### config.mk
export PLATFORM = sky130hd
export DESIGN_NAME = frame_tx_sequencer_flat
export DESIGN_NICKNAME = d
export VERILOG_FILES = /design/src/rtl/framing_pkg.sv /design/src/rtl/frame_tx_sequencer_if.sv /design/src/rtl/frame_tx_sequencer_slot_timer.sv /design/src/rtl/frame_tx_sequencer.sv /design/src/flat_wrapper.sv
export SDC_FILE = /design/constraint.sdc
export NUM_CORES = 1
export LEC_CHECK = 0
export CAP_MARGIN = 20
export CORE_ASPECT_RATIO = 1.25
export CORE_MARGIN = 2
export CORE_UTILIZATION = 54
export CTS_BUF_LIST = sky130_fd_sc_hd__clkbuf_16
export DETAILED_ROUTE_END_ITERATION = 10
export GPL_TIMING_DRIVEN = 0
export PLACE_DENSITY = 0.8
export SYNTH_ARGS = -nofsm -noshare
export SYNTH_HDL_FRONTEND = slang
export SYNTH_SLANG_ARGS = --single-unit
### constraint.sdc
create_clock -name clk -period 3.2 [get_ports clk]
set_input_delay 0.48 -clock clk [delete_from_list [all_inputs] [get_ports clk]]
set_output_delay 0.48 -clock clk [all_outputs]
set_load 0.05 [all_outputs]
### src/rtl/framing_pkg.sv
// Shared types and framing constants for the transmit sequencer.
package framing_pkg;

  typedef enum logic [1:0] {
    ST_IDLE,
    ST_PRE,
    ST_PAYLOAD,
    ST_WAIT_DONE
  } state_t;

  localparam logic [7:0] PREAMBLE_BYTE = 8'hAA;
  localparam int         PREAMBLE_LEN  = 8;
  localparam int         SLOT_LEN      = 8;
  // Must match the whitener's pad length / 8.
  localparam int         HEADER_SLOTS  = 10;
  localparam int         SLOT_CNT_W    = 4;

  function automatic logic [7:0] sat_inc8(input logic [7:0] v);
    return (v == 8'hFF) ? v : v + 8'd1;
  endfunction

endpackage

### src/rtl/frame_tx_sequencer_if.sv
// Upstream valid/ready payload byte stream.
interface frame_tx_sequencer_if;
  logic       s_valid;
  logic [7:0] s_data;
  logic       s_last;
  logic       s_ready;

  modport master (output s_valid, s_data, s_last, input  s_ready);
  modport slave  (input  s_valid, s_data, s_last, output s_ready);
endinterface

### src/rtl/frame_tx_sequencer_slot_timer.sv
// Byte-slot timebase: phase counts within a slot, slot counts slots since clr.
module slot_timer
  import framing_pkg::*;
(
  input  logic                  clk,
  input  logic                  reset_n,
  input  logic                  clr,
  output logic [SLOT_CNT_W-1:0] slot,
  output logic                  sample
);
  localparam int PW = $clog2(SLOT_LEN);

  logic [PW-1:0] phase;
  logic          wrap;

  assign wrap = (phase == PW'(SLOT_LEN - 1));

  always_ff @(posedge clk or negedge reset_n) begin
    if (!reset_n) begin
      phase <= '0;
      slot  <= '0;
    end else if (clr) begin
      phase <= '0;
      slot  <= '0;
    end else begin
      phase <= wrap ? '0 : phase + PW'(1);
      // Saturate so long payloads keep producing samples.
      if (wrap && slot != '1) slot <= slot + SLOT_CNT_W'(1);
    end
  end

  assign sample = (phase == '0) && (slot != '0);

endmodule

### src/rtl/frame_tx_sequencer.sv
// Frame sequencer: preamble, sync word and payload into the whitener, one byte per slot.
module frame_tx_sequencer
  import framing_pkg::*;
#(
  parameter logic [15:0] SYNC_WORD    = 16'hD391,
  parameter int          DONE_TIMEOUT = 15
) (
  input  logic                 clk,
  input  logic                 reset_n,
  frame_tx_sequencer_if.slave  s,
  output logic [7:0]           wh_din,
  output logic                 wh_ind,
  input  logic                 wh_next_ind,
  output logic                 busy,
  output logic                 frame_done,
  output logic [7:0]           frame_len,
  output logic                 underrun,
  output logic                 timeout_err
);
  localparam int TW = $clog2(DONE_TIMEOUT + 1);

  state_t          state, state_n;
  logic [7:0]      hold_data, hold_data_n;
  logic            hold_valid, hold_valid_n;
  logic            hold_last, hold_last_n;
  logic            last_taken, last_taken_n;
  logic            din_last, din_last_n;
  logic [7:0]      wh_din_n, frame_len_n;
  logic            wh_ind_n, frame_done_n, underrun_n, timeout_err_n;
  logic [TW-1:0]   wait_cnt, wait_cnt_n;
  logic [SLOT_CNT_W-1:0] slot;
  logic            sample, start, s_fire, load_payload, go_idle;

  assign s.s_ready = !hold_valid && !last_taken && (state != ST_WAIT_DONE);
  assign s_fire    = s.s_valid && s.s_ready;
  assign busy      = (state != ST_IDLE);
  // A byte accepted in IDLE launches the frame on the same edge.
  assign start     = (state == ST_IDLE) && (hold_valid || s_fire);

  slot_timer u_slot_timer (
    .clk     (clk),
    .reset_n (reset_n),
    .clr     (start),
    .slot    (slot),
    .sample  (sample)
  );

  always_comb begin
    state_n       = state;
    hold_data_n   = hold_data;
    hold_valid_n  = hold_valid;
    hold_last_n   = hold_last;
    last_taken_n  = last_taken;
    din_last_n    = din_last;
    wh_din_n      = wh_din;
    wh_ind_n      = 1'b0;
    frame_done_n  = 1'b0;
    frame_len_n   = frame_len;
    underrun_n    = underrun;
    timeout_err_n = timeout_err;
    wait_cnt_n    = wait_cnt;
    load_payload  = 1'b0;
    go_idle       = 1'b0;

    if (s_fire) begin
      hold_valid_n = 1'b1;
      hold_data_n  = s.s_data;
      hold_last_n  = s.s_last;
      if (s.s_last) last_taken_n = 1'b1;
    end

    case (state)
      ST_IDLE: begin
        if (start) begin
          state_n       = ST_PRE;
          wh_ind_n      = 1'b1;
          wh_din_n      = PREAMBLE_BYTE;
          din_last_n    = 1'b0;
          underrun_n    = 1'b0;
          timeout_err_n = 1'b0;
          frame_len_n   = 8'h00;
        end
      end
      ST_PRE: begin
        if (sample) begin
          if (slot == SLOT_CNT_W'(PREAMBLE_LEN))
            wh_din_n = SYNC_WORD[15:8];
          else if (slot == SLOT_CNT_W'(PREAMBLE_LEN + 1))
            wh_din_n = SYNC_WORD[7:0];
          else if (slot == SLOT_CNT_W'(HEADER_SLOTS)) begin
            load_payload = 1'b1;
            state_n      = ST_PAYLOAD;
          end
        end
      end
      ST_PAYLOAD: begin
        if (sample) begin
          if (din_last) begin
            wh_ind_n   = 1'b1;
            state_n    = ST_WAIT_DONE;
            wait_cnt_n = '0;
          end else begin
            load_payload = 1'b1;
          end
        end
      end
      ST_WAIT_DONE: begin
        if (wh_next_ind) begin
          frame_done_n = 1'b1;
          go_idle      = 1'b1;
        end else if (wait_cnt == TW'(DONE_TIMEOUT - 1)) begin
          timeout_err_n = 1'b1;
          go_idle       = 1'b1;
        end else begin
          wait_cnt_n = wait_cnt + TW'(1);
        end
      end
      default: go_idle = 1'b1;
    endcase

    // An empty holding register at a sample costs a filler slot; a byte
    // captured on that same edge waits for the next slot.
    if (load_payload) begin
      frame_len_n = sat_inc8(frame_len);
      if (hold_valid) begin
        wh_din_n     = hold_data;
        din_last_n   = hold_last;
        hold_valid_n = 1'b0;
      end else begin
        wh_din_n   = 8'h00;
        din_last_n = 1'b0;
        underrun_n = 1'b1;
      end
    end

    if (go_idle) begin
      state_n      = ST_IDLE;
      wh_din_n     = 8'h00;
      din_last_n   = 1'b0;
      last_taken_n = 1'b0;
    end
  end

  always_ff @(posedge clk or negedge reset_n) begin
    if (!reset_n) begin
      state       <= ST_IDLE;
      hold_data   <= 8'h00;
      hold_valid  <= 1'b0;
      hold_last   <= 1'b0;
      last_taken  <= 1'b0;
      din_last    <= 1'b0;
      wh_din      <= 8'h00;
      wh_ind      <= 1'b0;
      frame_done  <= 1'b0;
      frame_len   <= 8'h00;
      underrun    <= 1'b0;
      timeout_err <= 1'b0;
      wait_cnt    <= '0;
    end else begin
      state       <= state_n;
      hold_data   <= hold_data_n;
      hold_valid  <= hold_valid_n;
      hold_last   <= hold_last_n;
      last_taken  <= last_taken_n;
      din_last    <= din_last_n;
      wh_din      <= wh_din_n;
      wh_ind      <= wh_ind_n;
      frame_done  <= frame_done_n;
      frame_len   <= frame_len_n;
      underrun    <= underrun_n;
      timeout_err <= timeout_err_n;
      wait_cnt    <= wait_cnt_n;
    end
  end

endmodule
### src/flat_wrapper.sv
// flat-port wrapper written by rule: the top's interface ports become plain ports
module frame_tx_sequencer_flat import framing_pkg::*;
#(
  parameter logic [15:0] SYNC_WORD    = 16'hD391,
  parameter int          DONE_TIMEOUT = 15
)
  (clk, reset_n, wh_din, wh_ind, wh_next_ind, busy, frame_done, frame_len, underrun, timeout_err, s_s_valid, s_s_data, s_s_last, s_s_ready);
  frame_tx_sequencer_if s_i ();
  input  logic clk;
  input  logic reset_n;
  output logic [7:0] wh_din;
  output logic wh_ind;
  input  logic wh_next_ind;
  output logic busy;
  output logic frame_done;
  output logic [7:0] frame_len;
  output logic underrun;
  output logic timeout_err;
  input wire logic [$bits(s_i.s_valid)-1:0] s_s_valid;
  input wire logic [$bits(s_i.s_data)-1:0] s_s_data;
  input wire logic [$bits(s_i.s_last)-1:0] s_s_last;
  output wire logic [$bits(s_i.s_ready)-1:0] s_s_ready;
  assign s_i.s_valid = s_s_valid;
  assign s_i.s_data = s_s_data;
  assign s_i.s_last = s_s_last;
  assign s_s_ready = s_i.s_ready;
  frame_tx_sequencer #(.SYNC_WORD(SYNC_WORD), .DONE_TIMEOUT(DONE_TIMEOUT)) u_core (.clk(clk), .reset_n(reset_n), .s(s_i), .wh_din(wh_din), .wh_ind(wh_ind), .wh_next_ind(wh_next_ind), .busy(busy), .frame_done(frame_done), .frame_len(frame_len), .underrun(underrun), .timeout_err(timeout_err));
endmodule
# Word level (Yosys, flattened, before mapping)
# Cells that the tools add are included.
# classes
addsub	4
eq_ne	28
muxes	64
n_reduce_logical	31
# op_table
operator	n
$mux 8	11
$mux 1	31
$mux 4	6
$eq 4x4->1 const B	4
$mux 2	8
$pmux 8 s2	1
$reduce_bool 2->1	8
$ne 3x1->1 const B	5
$reduce_bool 4->1	3
$add 4x1->4 const B	2
$add 8x1->8 const B	1
$eq 8x8->1 const B	1
$ne 2x1->1 const B	4
$ne 2x2->1 const B	4
$ne 4x1->1 const B	2
$pmux 4 s2	1
$reduce_and 4->1	2
$reduce_and 8->1	1
$logic_and 1x1->1	6
$mux 3	2
$ne 3x2->1 const B	2
$pmux 1 s2	3
$pmux 2 s3	1
$reduce_bool 3->1	2
13 further kinds	16
# totals
reg_bits	45
input_bits	13
out_inout_bits	22
elab_cells	142

# Logic depth before layout (Yosys ltp)
# logic_depth
depth_word	10
mapped_depth	9
mapped_depth_nobuf	7

# By module
# Synthesis repeated with hierarchy kept, for this count alone.
# hier_totals
hier_cells	239
hier_area_um2	2496.1
# by_module_without_submodules
module	instances	cells_each	area_per_inst_um2
frame_tx_sequencer	1	201	2093.3
slot_timer	1	38	402.9

# Worst setup path after synthesis
# Ideal clock, no wire load.
# synth_path
path_type	flip-flop to flip-flop
start	reg u_core.state[0]
end	reg u_core.hold_data[0]
t_arrival_ns	2.914
setup_slack_ns	0.161
stages_incl_launch_ff	7
synth_period_minus_slack_ns	3.039
cell_sequence	dfrtp_1 -> ha_1 -> clkbuf_1 -> nor3_1 -> and2_1 -> clkbuf_1 -> mux2_2
# synth_between
elab_chain_len	3
# synth_rtl
item	line_no	source
start: declaration	frame_tx_sequencer.sv:22	state_t state, state_n;
start signal: assignment	frame_tx_sequencer.sv:160	state <= state_n;
$ne 2x2->1	frame_tx_sequencer.sv:34	assign s.s_ready = !hold_valid && !last_taken && (state != ST_WAIT_DONE);
$logic_and 1x1->1	frame_tx_sequencer.sv:34	
net s_s_ready	flat_wrapper.sv:22	output wire logic [$bits(s_i.s_ready)-1:0] s_s_ready;
$logic_and 1x1->1	frame_tx_sequencer.sv:35	assign s_fire = s.s_valid && s.s_ready;
end signal: assignment	frame_tx_sequencer.sv:161	hold_data <= hold_data_n;
end: declaration	frame_tx_sequencer.sv:23	logic [7:0] hold_data, hold_data_n;
# The timed path passes the listed nets, and every way through them passes these cells.
# A chain may end at the register's enable or synchronous reset.

# Final worst setup path
# layout_path
start	reg u_core.state[0]
end	reg u_core.wh_din[1]
# layout_between
elab_chain_len	7
elab_cells_between_ends	19
cone_classes	7 x eq/ne; 5 x mux; 7 x reduce/logical
# layout_rtl
item	line_no	source
$ne 2x2->1	frame_tx_sequencer.sv:34	
$logic_and 1x1->1	frame_tx_sequencer.sv:34	
$logic_and 1x1->1	frame_tx_sequencer.sv:35	
$logic_or 1x1->1	frame_tx_sequencer.sv:38	assign start = (state == ST_IDLE) && (hold_valid || s_fire);
$logic_and 1x1->1	frame_tx_sequencer.sv:38	
$ne 4x1->1 (no source line)	n/a	
$reduce_and 4->1 (no source line)	n/a	
end signal: assignment	frame_tx_sequencer.sv:166	wh_din <= wh_din_n;
end: declaration	frame_tx_sequencer.sv:11	output logic [7:0] wh_din,
# Several ways; a longest one is shown, not always the timed one.

==> results.md <==
- DRT Pass-1 Iters: 6
- CP Capture Type: flop
- Slowest CP cell: o311ai_0
- Post-synthesis cell area: 2340 µm²
- CTS Hold Bufs: 0
- Placed insts: approximately 310
- Crit Path Class: reg -> reg
- Crit path required time: 3.42 ns
- Antenna fix cells: 0
- Die X: 62.88 µm
- Global-route wire length before repair: 8.549 mm
- Nets@finish: 294
- Slew @ Worst Pin: 0.8044 ns
- Sequential share of the synthesized area: 0.4813
- Layout cells sized above 1: 0.08647
- Worst path top cell family by delay: compound AO/OA/AOI/OAI gates
- Post-synth EDFFs: 0
- Main combinational cell family by area after synthesis: simple AND/OR/NAND/NOR gates
- Vias per cell: 5.832
- CTS tree: yes
- Worst path cell trace: ha_1, clkbuf_1, o311ai_0, o311ai_2, a2111oi_0, a221o_1
- Total CTS buffers: 5
- XOR/XNOR Fraction of Synth Area: 0.01497
- Final Hold Viols: 0
- Fin cells: 322
- Most used DFF post-synth: dfrtp_1
- FF+latch count, synth: 45
- Outcome: completed
- Final core area utilization: 0.7032
- Buffers & Inverters on Critical Path: 1
- Min-delay worst type: in -> async
- Distinct cell type count after synthesis: between 40 and 50
- Simple-gate share of the synthesized area: 0.1770
- Initial core utilization: 0.5663
- Setup violations, final: 0
- Final period util: 0.8545
- WP data arrival: ~3.0 ns
- Worst-path clk slew: around 0.06 ns
- Adder-cell area share of the yosys netlist: 0.08556
- DRC: 0
- Mapped Cells: 223
- Startpoint Class: flop
- Final min period: 2.734 ns
- # port buffers: 34
- Crit-path max FO: 10
- Initial antenna violation count: 0
- Compound-cell area share of the yosys netlist: 0.1487
- Post-synthesis mux area share: 0.06096
- Vias in the first global route: 1800
- Worst VDD drop: 0.0004266 V
- CP max stage delay: 0.77 ns
- Max-capacitance violation count: 0
- Die Area: 4879 µm²
- Antenna viol nets, final: 0
- Setup bufs post-CTS: 0
- Routed WL per cell: around 15 µm
- CTS Buffer Depth: 2
- Largest net degree at the start of global routing: 32
- Gr usage total: 0.2208
- RSZ-0062 raised after global routing: no
- CTS Sinks: 45
- GRT overflow: 0
- Leak: 1.282 nW
- Final WL: 4.922 mm
- Rows: 26
- Fin Setup TNS: 0 ns
- Initial DRC count: 157
- Syn Area/Cell: 10.49 µm²
- Power Density: between 800 and 900 nW/µm²
- Slew HR: 0.4569
- H-tree depth: 2
- I/O pin count: 35
- CTS Root Buffer Type: clkbuf_16
- Synth Net Count: 252
- Clk_lat worst skew: 0.29 ns
- Max Clock Skew: around 0.0084 ns
- Fmax: 365.7 MHz
- RePlAce Congestion: 0.8412
- Synth warn: 0
- Synth async-reset ratio: 1.000
- Core area: 4131 µm²
- Die Ht: 77.60 µm
- HPWL Detailed: 3.622 mm
- Total power: ~2.4 mW
- Vias after detailed routing: 1878
- Area delta synth->final: 24.17%
- Resized Gates After CTS: 0
- Fin. max-slew vios: 0
-- worst paths after layout --
check | from | to | slack (ns) | cells after the start
worst max-delay path | u_core.state[0] | u_core.wh_din[1] | 0.47 | 6
worst min-delay path | reset_n | u_core.wait_cnt[3] | 0.11 | 1
worst max register to register | u_core.state[0] | u_core.wh_din[1] | 0.47 | 6
worst min register to register | u_core.u_slot_timer.phase[0] | u_core.u_slot_timer.phase[0] | 0.47 | 1
max in group asynchronous | reset_n | u_core.wh_din[6] | 2.61 | 2
min in group clk | u_core.u_slot_timer.phase[0] | u_core.u_slot_timer.phase[0] | 0.47 | 1
-- power by group --
group / leakage [nW] / switching, mW / internal [mW]
Clock: 0.0724 / 0.204 / 0.283
Sequential: 0.581 / 0.112 / 0.727
Combinational: 0.628 / 0.638 / 0.393
-- flip-flops by register name (all words and copies together), names as in the netlist, 2 cells and up --
| name | cells |
|---|---|
| u_core.u_slot_timer.slot | 4 |
| u_core.wh_din | 8 |
| u_core.state | 2 |
| u_core.frame_len | 8 |
| u_core.hold_data | 8 |
| u_core.wait_cnt | 4 |
| u_core.u_slot_timer.phase | 3 |
-- per-layer routing --
layer | global-route usage | vias to the layer above | part of all wire
met3 | 0.03478 | 6 | 0.057
li1 | - | 894 | -
met2 | 0.3777 | 56 | 0.52
met5 | 0 | - | 0
met4 | 0.07556 | 0 | 0.014
met1 | 0.2838 | 922 | 0.41
-- layout by cell type, fill, tap and decap left out, types with 4 or more instances in the layout --
cell type	n
nand3_1	13
and2_1	5
o21ai_0	5
nand2_1	20
xnor2_1	4
clkbuf_1	4
dfrtp_1	45
nor3_1	7
a21oi_1	10
clkbuf_16	5
inv_1	15
a221o_1	5
mux2_2	10
a22o_1	6
clkdlybuf4s50_1	33
a31oi_1	4
nor2_1	14
ha_1	16
-- cells in the mapped netlist, types with 2 or more instances --
master / instances / area, µm²
dfrtp_1: 45 / 1126
nand2_1: 20 / 75.07
ha_1: 16 / 200.2
nor2_1: 14 / 52.55
inv_1: 13 / 48.80
nand3_1: 13 / 65.06
a21oi_1: 10 / 50.05
mux2_2: 10 / 112.6
nor3_1: 7 / 35.03
a22o_1: 6 / 52.55
a221o_1: 5 / 50.05
and2_1: 5 / 31.28
o21ai_0: 5 / 25.02
a31oi_1: 4 / 25.02
clkbuf_1: 4 / 15.01
xnor2_1: 4 / 35.03
and3_1: 3 / 18.77
mux2i_1: 3 / 30.03
nor3b_1: 3 / 22.52
a2111oi_0: 2 / 17.52
nand2b_1: 2 / 12.51
nand4_1: 2 / 12.51
o311ai_0: 2 / 17.52
o31ai_1: 2 / 15.01
o41ai_1: 2 / 17.52
or4_1: 2 / 15.01
-- metrics by stage --
| stage | setup WS, ns | hold WS (ns) | area (µm²) |
|---|---|---|---|
| floorplan | 0.1610 | 0.1844 | 2340 |
| global placement | 0.2998 | 0.4539 | 2750 |
| detailed placement | 0.3921 | 0.4143 | 2765 |
| CTS | 0.4418 | 0.1141 | 2905 |
| global route | 0.2117 | 0.1415 | 2905 |
| finish | 0.4655 | 0.1071 | 2905 |
-- cells by family (layout without fill, tap and decap cells) --
logic type / after synthesis / after routing
buf+inv: 19 / 62
fa+ha+maj: 16 / 16
xor+xnor: 4 / 4
flops: 45 / 45
compound gates: 47 / 47
simple gates: 79 / 79
mux: 13 / 13
-- layout make-up --
| cell class | instances | area, µm² |
|---|---|---|
| Clock inverter | 3 | 15.01 |
| Fill cell | 333 | 1226 |
| Buffer | 6 | 25.02 |
| Inverter | 13 | 48.80 |
| Sequential cell | 45 | 1126 |
| Multi-Input combinational cell | 159 | 1140 |
| Timing Repair Buffer | 35 | 355.3 |
| Tap cell | 56 | 70.07 |
| Clock buffer | 5 | 125.1 |
Power figures use the tool's default switching activity.
